[config.mk]
export PLATFORM = sky130hd
export DESIGN_NAME = fifo_rd_arbiter
export DESIGN_NICKNAME = d
export VERILOG_FILES = /design/src/rtl/fifo_rd_arbiter_pkg.sv /design/src/rtl/fifo_rd_arbiter_rr_pick.sv /design/src/rtl/fifo_rd_arbiter.sv
export SDC_FILE = /design/constraint.sdc
export NUM_CORES = 1
export LEC_CHECK = 0
export ABC_AREA = 1
export CAP_MARGIN = 15
export CORE_UTILIZATION = 51
export CTS_BUF_LIST = sky130_fd_sc_hd__clkbuf_4 sky130_fd_sc_hd__clkbuf_8 sky130_fd_sc_hd__clkbuf_16
export DETAILED_ROUTE_END_ITERATION = 6
export PLACE_DENSITY = 0.95
export SLEW_MARGIN = 10
export SYNTH_ARGS = -nofsm -noshare
export SYNTH_HDL_FRONTEND = slang
export SYNTH_SLANG_ARGS = --single-unit
[constraint.sdc]
create_clock -name R_CLK -period 3.34 [get_ports R_CLK]
set_input_delay 0.501 -clock R_CLK [delete_from_list [all_inputs] [get_ports R_CLK]]
set_output_delay 0.501 -clock R_CLK [all_outputs]
set_load 0.05 [all_outputs]
[src/rtl/fifo_rd_arbiter_pkg.sv]
// Shared types and helpers for the FIFO read-side arbiter.
// The state enum, the counter widths and the rotate-priority search live here.
package fifo_pkg;

    typedef enum logic [1:0] {
        IDLE = 2'd0,
        POP  = 2'd1,
        GAP  = 2'd2
    } state_e;

    localparam int SRC_W   = 3;
    localparam int MAX_SRC = 8;
    localparam int BURST_W = 4;

    // First set index of req_vec at or after start, wrapping modulo n_src.
    function automatic logic [SRC_W-1:0] next_rr(
        input logic [MAX_SRC-1:0] req_vec,
        input logic [SRC_W-1:0]   start,
        input int unsigned        n_src
    );
        logic              found;
        int unsigned       pos;
        logic [SRC_W-1:0]  idx;
        found = 1'b0;
        idx   = start;
        for (int unsigned k = 0; k < MAX_SRC; k++) begin
            pos = (int'(start) + k) % n_src;
            if (k < n_src && !found && req_vec[pos[SRC_W-1:0]]) begin
                found = 1'b1;
                idx   = pos[SRC_W-1:0];
            end
        end
        return idx;
    endfunction

endpackage

[src/rtl/fifo_rd_arbiter_rr_pick.sv]
// Combinational rotate-priority encoder: first requester at or after start.
module rr_pick
    import fifo_pkg::*;
#(
    parameter int N_SRC = 4
) (
    input  logic [N_SRC-1:0] req,
    input  logic [SRC_W-1:0] start,
    output logic [SRC_W-1:0] idx,
    output logic             any
);

    logic [MAX_SRC-1:0] req_ext;

    for (genvar gi = 0; gi < MAX_SRC; gi++) begin : g_ext
        if (gi < N_SRC) begin : g_used
            assign req_ext[gi] = req[gi];
        end else begin : g_pad
            assign req_ext[gi] = 1'b0;
        end
    end

    assign idx = next_rr(req_ext, start, N_SRC);
    assign any = |req;

endmodule

[src/rtl/fifo_rd_arbiter.sv]
// Round-robin read scheduler: pops N async-FIFO read ports into one output
// register, with bounded bursts and a bubble after every pop.
module fifo_rd_arbiter
    import fifo_pkg::*;
#(
    parameter int N_SRC     = 4,
    parameter int DATA_W    = 8,
    parameter int BURST_LEN = 4
) (
    input  logic                    R_CLK,
    input  logic                    R_RST,
    input  logic [N_SRC-1:0]        FIFO_EMPTY,
    input  logic [N_SRC*DATA_W-1:0] FIFO_RDATA,
    output logic [N_SRC-1:0]        FIFO_RINC,
    output logic [DATA_W-1:0]       OUT_DATA,
    output logic [SRC_W-1:0]        OUT_SRC,
    output logic                    OUT_VALID,
    input  logic                    OUT_READY,
    output logic                    BUSY
);

    state_e               state_q, state_d;
    logic [SRC_W-1:0]     grant_q, grant_d;
    logic [SRC_W-1:0]     rr_ptr_q, rr_ptr_d;
    logic [BURST_W-1:0]   burst_cnt_q, burst_cnt_d;
    logic                 out_valid_q, out_valid_d;
    logic [DATA_W-1:0]    out_data_q, out_data_d;
    logic [SRC_W-1:0]     out_src_q, out_src_d;

    logic [N_SRC-1:0]     req;
    logic [N_SRC-1:0]     grant_onehot;
    logic [N_SRC-1:0]     other_req;
    logic                 grant_req;
    logic [SRC_W-1:0]     grant_nxt;
    logic [SRC_W-1:0]     idle_idx, gap_idx;
    logic                 idle_any, gap_any;
    logic                 slot_free;
    logic                 pop;
    logic [DATA_W-1:0]    sel_data;

    assign req = ~FIFO_EMPTY;

    for (genvar gi = 0; gi < N_SRC; gi++) begin : g_grant
        assign grant_onehot[gi] = (grant_q == SRC_W'(gi));
        assign other_req[gi]    = req[gi] && !grant_onehot[gi];
    end

    assign grant_req = |(req & grant_onehot);
    assign grant_nxt = (grant_q == SRC_W'(N_SRC - 1)) ? '0 : grant_q + 1'b1;
    assign slot_free = !out_valid_q || OUT_READY;
    assign pop       = (state_q == POP) && slot_free;

    always_comb begin
        sel_data = '0;
        for (int k = 0; k < N_SRC; k++) begin
            if (grant_q == SRC_W'(k)) sel_data = FIFO_RDATA[k*DATA_W +: DATA_W];
        end
    end

    rr_pick #(.N_SRC(N_SRC)) u_idle_pick (
        .req   (req),
        .start (rr_ptr_q),
        .idx   (idle_idx),
        .any   (idle_any)
    );

    // Leaving a grant: everyone but the current source, starting just past it.
    rr_pick #(.N_SRC(N_SRC)) u_gap_pick (
        .req   (other_req),
        .start (grant_nxt),
        .idx   (gap_idx),
        .any   (gap_any)
    );

    always_ff @(posedge R_CLK or negedge R_RST) begin
        if (!R_RST) begin
            state_q     <= IDLE;
            grant_q     <= '0;
            rr_ptr_q    <= '0;
            burst_cnt_q <= '0;
            out_valid_q <= 1'b0;
            out_data_q  <= '0;
            out_src_q   <= '0;
        end else begin
            state_q     <= state_d;
            grant_q     <= grant_d;
            rr_ptr_q    <= rr_ptr_d;
            burst_cnt_q <= burst_cnt_d;
            out_valid_q <= out_valid_d;
            out_data_q  <= out_data_d;
            out_src_q   <= out_src_d;
        end
    end

    always_comb begin
        state_d     = state_q;
        grant_d     = grant_q;
        rr_ptr_d    = rr_ptr_q;
        burst_cnt_d = burst_cnt_q;
        out_valid_d = out_valid_q && !OUT_READY;
        out_data_d  = out_data_q;
        out_src_d   = out_src_q;
        case (state_q)
            IDLE: begin
                if (idle_any) begin
                    grant_d     = idle_idx;
                    burst_cnt_d = '0;
                    state_d     = POP;
                end
            end
            POP: begin
                if (slot_free) begin
                    out_data_d  = sel_data;
                    out_src_d   = grant_q;
                    out_valid_d = 1'b1;
                    burst_cnt_d = burst_cnt_q + 1'b1;
                    state_d     = GAP;
                end
            end
            GAP: begin
                if (burst_cnt_q < BURST_W'(BURST_LEN) && grant_req) begin
                    state_d = POP;
                end else begin
                    rr_ptr_d = grant_nxt;
                    if (gap_any) begin
                        grant_d     = gap_idx;
                        burst_cnt_d = '0;
                        state_d     = POP;
                    end else begin
                        state_d = IDLE;
                    end
                end
            end
            default: state_d = IDLE;
        endcase
    end

    always_comb begin
        FIFO_RINC = '0;
        if (pop) FIFO_RINC = grant_onehot;
        BUSY      = (state_q != IDLE);
        OUT_DATA  = out_data_q;
        OUT_SRC   = out_src_q;
        OUT_VALID = out_valid_q;
    end

endmodule
==> impl_metrics.json, run 1 <==
{
  "run_status": "finished clean",
  "holdPathEnd": "burst_cnt_q[0]$_DFFE_PN0P_",
  "root_buffer": "clkbuf_4",
  "worst_slew_pin_slew_ns": 1.02,
  "drtAntennaViolNets": 0,
  "clkTransAtPathRegs_ns": 0.12,
  "die_area_sq_um": 3880,
  "p_per_area_nw_per_um2": 1090,
  "worstSkewPairLatency_ns": 0.31,
  "core_area_sq_um": 3420,
  "yosys_warnings": 0,
  "rows": 21,
  "postCtsHoldBufs": 0,
  "r2r_setup_slack_ns": 1.07,
  "grt_usage": 0.274,
  "cts_buffers": 3,
  "slew_violations": 0,
  "final.setup.tns_ns": 0,
  "cp.required_ns": 2.84,
  "ys_top_cells_by_area": "dfrtp_1 31%, nand2_1 17%, nand3_1 10%",
  "dp_hpwl_microns": 4030,
  "cts_resized": 0,
  "syn_area_sq_um": 1850,
  "antenna_found_initial": 0,
  "vias": 2080,
  "fmax_ghz": 0.345,
  "rsz0062_at_grt": "no",
  "ys_seq_area_frac": 0.310,
  "ys_ff_latch": 23,
  "power_leakage_nw": 1.19,
  "fin_crit_ns": 2.90,
  "die_w_microns": 62.3,
  "setup_viol": 0,
  "antenna_cells": 0,
  "fillCellCount": 284,
  "critical_path_arrival_ns": 2.40,
  "endpoint_kind": "primary output",
  "period_share": 0.869,
  "maxSlewHeadroom": 0.320,
  "drc_errors": 0,
  "grt_max_degree": 24,
  "wirelength_microns": 5060,
  "detail_route.vias_per_cell": 5.39,
  "cts_sinks": 23,
  "gp_congestion": 0.867,
  "holdWs_ns": 0.513,
  "cts_tree": "built",
  "hold_depth": 1,
  "io_buffers": 55,
  "syn2layout_area_growth_pct": 32.6,
  "reg2regPathDepth": 13,
  "crit_type": "primary input to primary output",
  "hp-class": "flop to flop",
  "cap_violations": 0,
  "ir_drop_uv": 690,
  "syn-instance-count": 287,
  "reg2reg_from": "grant_q[0]$_DFFE_PN0P_",
  "io_pins": 56,
  "htree_levels": 1,
  "dr.pass1.iters": 4,
  "synth-edff-count": 0,
  "drive_gt1_frac": 0.0559,
  "num-nets-final": 385,
  "syn_nets": 331,
  "total_power_w": 0.00269,
  "first_global_vias": 1956,
  "grt_pass1_wl_microns": 8710,
  "async_reset_ff_frac": 1.00,
  "clk_path_buf_depth": 2,
  "final_cell_mix": "85 x nand2_1, 55 x clkdlybuf4s50_1, 38 x nand3_1",
  "syn_area_per_cell_sq_um": 6.46,
  "min_from": "burst_cnt_q[0]$_DFFE_PN0P_",
  "yosysTopAreaCell": "dfrtp_1",
  "wl_per_cell_microns": 13.1,
  "drt_iter0_markers": 138,
  "synth_flop_cell": "dfrtp_1",
  "synth_cell_types": 31,
  "finalClockSkew_ns": 0.00279,
  "final_common_cell": "nand2_1",
  "post_cts_buffers": 0,
  "pre_cts_ws_ns": 0.446,
  "cp_max_fo": 12,
  "critPathLaunchType": "primary input",
  "hold_violations": 0,
  "grt_overflow": 0,
  "utilization": 0.720,
  "fp.dieH_microns": 62.3,
  "start_util": 0.543,
  "fin_ws_ns": 0.438,
  "synth_top_cell_area_share": 0.310,
  "r2r-end": "grant_q[1]$_DFFE_PN0P_"
}
==> power breakdown <==
part / internal, W / switching (W) / leakage, nW / total, W
logic: 0.000687 / 0.00136 / 0.890 / 0.00204
clock network: 0.0000448 / 0.0000859 / 0.0177 / 0.000131
registers: 0.000399 / 0.000117 / 0.281 / 0.000516
total: 0.00113 / 0.00156 / 1.19 / 0.00269
==> synth_stat cells (all sizes together), types with 2 or more instances <==
library cell / instances
a21oi: 26
buf: 4
clkbuf: 3
dfrtp: 23
ha: 5
inv: 32
nand2: 91
nand3: 39
nand4: 2
nor2: 29
nor3: 2
o211ai: 10
o21ai: 14
o22ai: 2
xor2: 2
==> area by class of cell <==
| class | count | area (sq um) | share of cell area |
|---|---|---|---|
| clock buffer | 3 | 22.5 | 0.00916 |
| sequential | 23 | 576 | 0.234 |
| inverter | 32 | 123 | 0.0499 |
| timing repair buffer | 56 | 558 | 0.227 |
| clock inverter | 1 | 5.00 | 0.00204 |
| multi-input combinational | 225 | 1120 | 0.454 |
| tap | 46 | 57.6 | 0.0234 |
==> cells by family (layout without fill, tap and decap cells) <==
| kind of cell | count (synthesis) | in the layout | share of synthesized area |
|---|---|---|---|
| compound gates | 54 | 54 | 0.174 |
| flops | 23 | 23 | 0.310 |
| buf+inv | 39 | 92 | 0.0870 |
| fa+ha+maj | 5 | 5 | 0.0337 |
| simple gates | 163 | 163 | 0.381 |
| xor+xnor | 3 | 3 | 0.0142 |
==> sequential cells by signal, indices dropped and copies added, names as in the netlist <==
| register | flops |
|---|---|
| OUT_DATA | 8 |
| OUT_SRC | 3 |
| OUT_VALID | 1 |
| burst_cnt_q | 4 |
| grant_q | 3 |
| rr_ptr_q | 2 |
| state_q | 2 |
==> critical path: stages <==
cell	delay, ns
clkdlybuf4s50_1	0.45
inv_1	0.04
nand2_1	0.08
nand2_1	0.28
nor2_1	0.21
clkdlybuf4s50_1	0.83
==> how the worst max path moves through the flow <==
stage                         from           end  slack [ns]
5_1_grt                  OUT_READY  FIFO_RINC[3]        0.31
3_3_place_gp             OUT_READY  FIFO_RINC[2]        0.52
2_1_floorplan  OUT_VALID$_DFF_PN0_  FIFO_RINC[0]        1.07
4_1_cts                  OUT_READY  FIFO_RINC[3]        0.44
6_report                 OUT_READY  FIFO_RINC[3]        0.44
3_5_place_dp             OUT_READY  FIFO_RINC[3]        0.45
==> through the flow <==
stage / cell area [sq um] / instances
floorplan: 1850 / 287
global placement: 2430 / 382
detailed placement: 2430 / 382
CTS: 2460 / 386
global route: 2460 / 386
finish: 2460 / 386
==> per-layer routing <==
layer	share of wire	global-route usage	up-vias
li1	-	-	1055
met1	0.43	0.333	960
met2	0.52	0.507	59
met3	0.038	0.0368	6
met4	0.0097	0.0669	0
met5	0	0	-
No activity file was read; power rests on OpenSTA's default activity.
==> inputs of run 2 (changes only) <==
CORE_UTILIZATION = 47   (was 51)
PLACE_DENSITY = 0.89   (was 0.95)
clock period = 3.25 ns   (was 3.34 ns; I/O delays follow)
==> run 2 against run 1 <==
  * Clock-buffer cell count rose by 1
  * Wire length fell by 1.3%
  * Non-clock buffer count rose by 1
  * Design area rose by 1.8%
  * Register-to-register slack got worse by 0.07 ns
  * Die area rose by 8.2%
  * Core utilization fell by 4.6 points
  * Worst setup slack got worse by 0.014 ns
  * Critical path type is now flop to primary output
  * Via count fell by 2.1%
  * Global-route usage fell by 2.8 points
  * First-iteration DRC count did not move
==> impl_metrics.json, run 2 (synthesized netlist as in run 1, its figures left out) <==
{
  "fillCellCount": 327,
  "detail_route.vias_per_cell": 5.23,
  "cts_tree": "built",
  "worstSkewPairLatency_ns": 0.26,
  "largest_register_ffs": 8,
  "power.share.switching": 0.568,
  "multiInputGateArea_sq_um": 1120,
  "setup_viol": 0,
  "regArea_sq_um": 576,
  "dr.pass1.iters": 5,
  "final_cell_count_no_fill": 389,
  "use_met2": 0.432,
  "p_clk_frac": 0.066,
  "vias": 2036,
  "p_int_w": 0.00121,
  "wirelength_microns": 4990,
  "power_leakage_nw": 1.22,
  "cts_resized": 0,
  "cts_buffers": 3,
  "num-nets-final": 386,
  "use_met1": 0.308,
  "ir_drop_uv": 581,
  "run_status": "finished clean",
  "combPwrFrac": 0.746,
  "power_frac_seq": 0.188,
  "period_share": 0.870,
  "finalClockSkew_ns": 0.00390,
  "grt_overflow": 0,
  "finish.instance_area_sq_um": 2500,
  "syn2layout_area_growth_pct": 35.0,
  "grt_use_met3": 0.0352,
  "postCtsHoldBufs": 0,
  "crit_type": "flop to primary output",
  "wl_per_cell_microns": 12.8,
  "cp.required_ns": 2.76,
  "endpoint_kind": "primary output",
  "post_cts_buffers": 0,
  "first_global_vias": 1963,
  "dp_hpwl_microns": 3890,
  "maxSlewHeadroom": 0.621,
  "hp-class": "flop to flop",
  "cap_violations": 0,
  "die_area_sq_um": 4200,
  "cp_max_fo": 19,
  "placed_cell_area_sq_um": 2430,
  "final_cell_mix": "85 x nand2_1, 52 x clkdlybuf4s50_1, 38 x nand3_1",
  "grt_max_degree": 24,
  "critPathLaunchType": "flop",
  "rows": 22,
  "rsz0062_at_grt": "no",
  "fin_crit_ns": 2.83,
  "core_area_sq_um": 3720,
  "grt_usage": 0.246,
  "root_buffer": "clkbuf_8",
  "fp.dieH_microns": 64.8,
  "drt_iter0_markers": 138,
  "grt_most_used_layer": "met2",
  "cts_sinks": 23,
  "drive_gt1_frac": 0.0674,
  "final_common_cell": "nand2_1",
  "io_pins": 56,
  "p_per_area_nw_per_um2": 1120,
  "die_w_microns": 64.8,
  "slew_violations": 0,
  "io_buffers": 55,
  "clk_path_buf_depth": 2,
  "place_inst": 384,
  "hold_violations": 0,
  "grt_pass1_wl_microns": 8250,
  "final.setup.tns_ns": 0,
  "gp_congestion": 0.882,
  "antenna_cells": 0,
  "drtAntennaViolNets": 0,
  "antenna_found_initial": 0,
  "start_util": 0.499,
  "worst_slew_pin_slew_ns": 0.568,
  "clkTransAtPathRegs_ns": 0.08,
  "p_sw_w": 0.00159,
  "fmax_ghz": 0.354,
  "htree_levels": 1,
  "critical_path_arrival_ns": 2.34,
  "drc_errors": 0
}
run 2: power groups by stage:
stage | combinational, W | clock (W) | sequential [W]
floorplan | 0.00136 | 0 | 0.000732
global placement | 0.00201 | 0 | 0.000524
finish | 0.00209 | 0.000185 | 0.000527
CTS | 0.00208 | 0.000186 | 0.000526
detailed placement | 0.00206 | 0 | 0.000532
global route | 0.00233 | 0.000196 | 0.000546
run 2: per-stage QoR:
stage	utilization	setup slack, ns	hold WS (ns)	power, W
floorplan	-	0.990	0.192	0.00209
global placement	0.653	0.687	0.467	0.00253
detailed placement	0.653	0.684	0.476	0.00259
CTS	0.666	0.435	0.495	0.00279
global route	0.673	0.243	0.534	0.00307
finish	0.673	0.424	0.491	0.00281
run 2: layer usage:
| layer | wire length, microns | part of all wire |
|---|---|---|
| met5 | 0 | 0 |
| met4 | 50 | 0.010 |
| met2 | 2530 | 0.51 |
| met3 | 168 | 0.034 |
| met1 | 2240 | 0.45 |
run 2: layout make-up:
type / instances / share of cell area
timing repair buffer: 57 / 0.231
tap: 48 / 0.0240
multi-input combinational: 225 / 0.446
inverter: 32 / 0.0490
sequential: 23 / 0.230
clock buffer: 4 / 0.0195
run 2: worst paths after layout:
check	startpoint	endpoint	slack, ns	cells after the start
max	grant_q[0]$_DFFE_PN0P_	FIFO_RINC[2]	0.42	5
min	OUT_SRC[0]$_DFFE_PN0P_	OUT_SRC[0]$_DFFE_PN0P_	0.49	2
max reg2reg	grant_q[0]$_DFFE_PN0P_	burst_cnt_q[2]$_DFFE_PN0P_	1.00	12
min reg2reg	OUT_SRC[0]$_DFFE_PN0P_	OUT_SRC[0]$_DFFE_PN0P_	0.49	2
max in group asynchronous	R_RST	state_q[1]$_DFFE_PN0P_	2.30	2
min in group asynchronous	R_RST	OUT_DATA[3]$_DFFE_PN0P_	0.52	1
run 2: critical path: stages, from the launching register on:
cell             delay (ns)
dfrtp_1                0.46
inv_2                  0.18
ha_1                   0.21
nand2_2                0.23
nor2_1                 0.17
clkdlybuf4s50_1        0.83
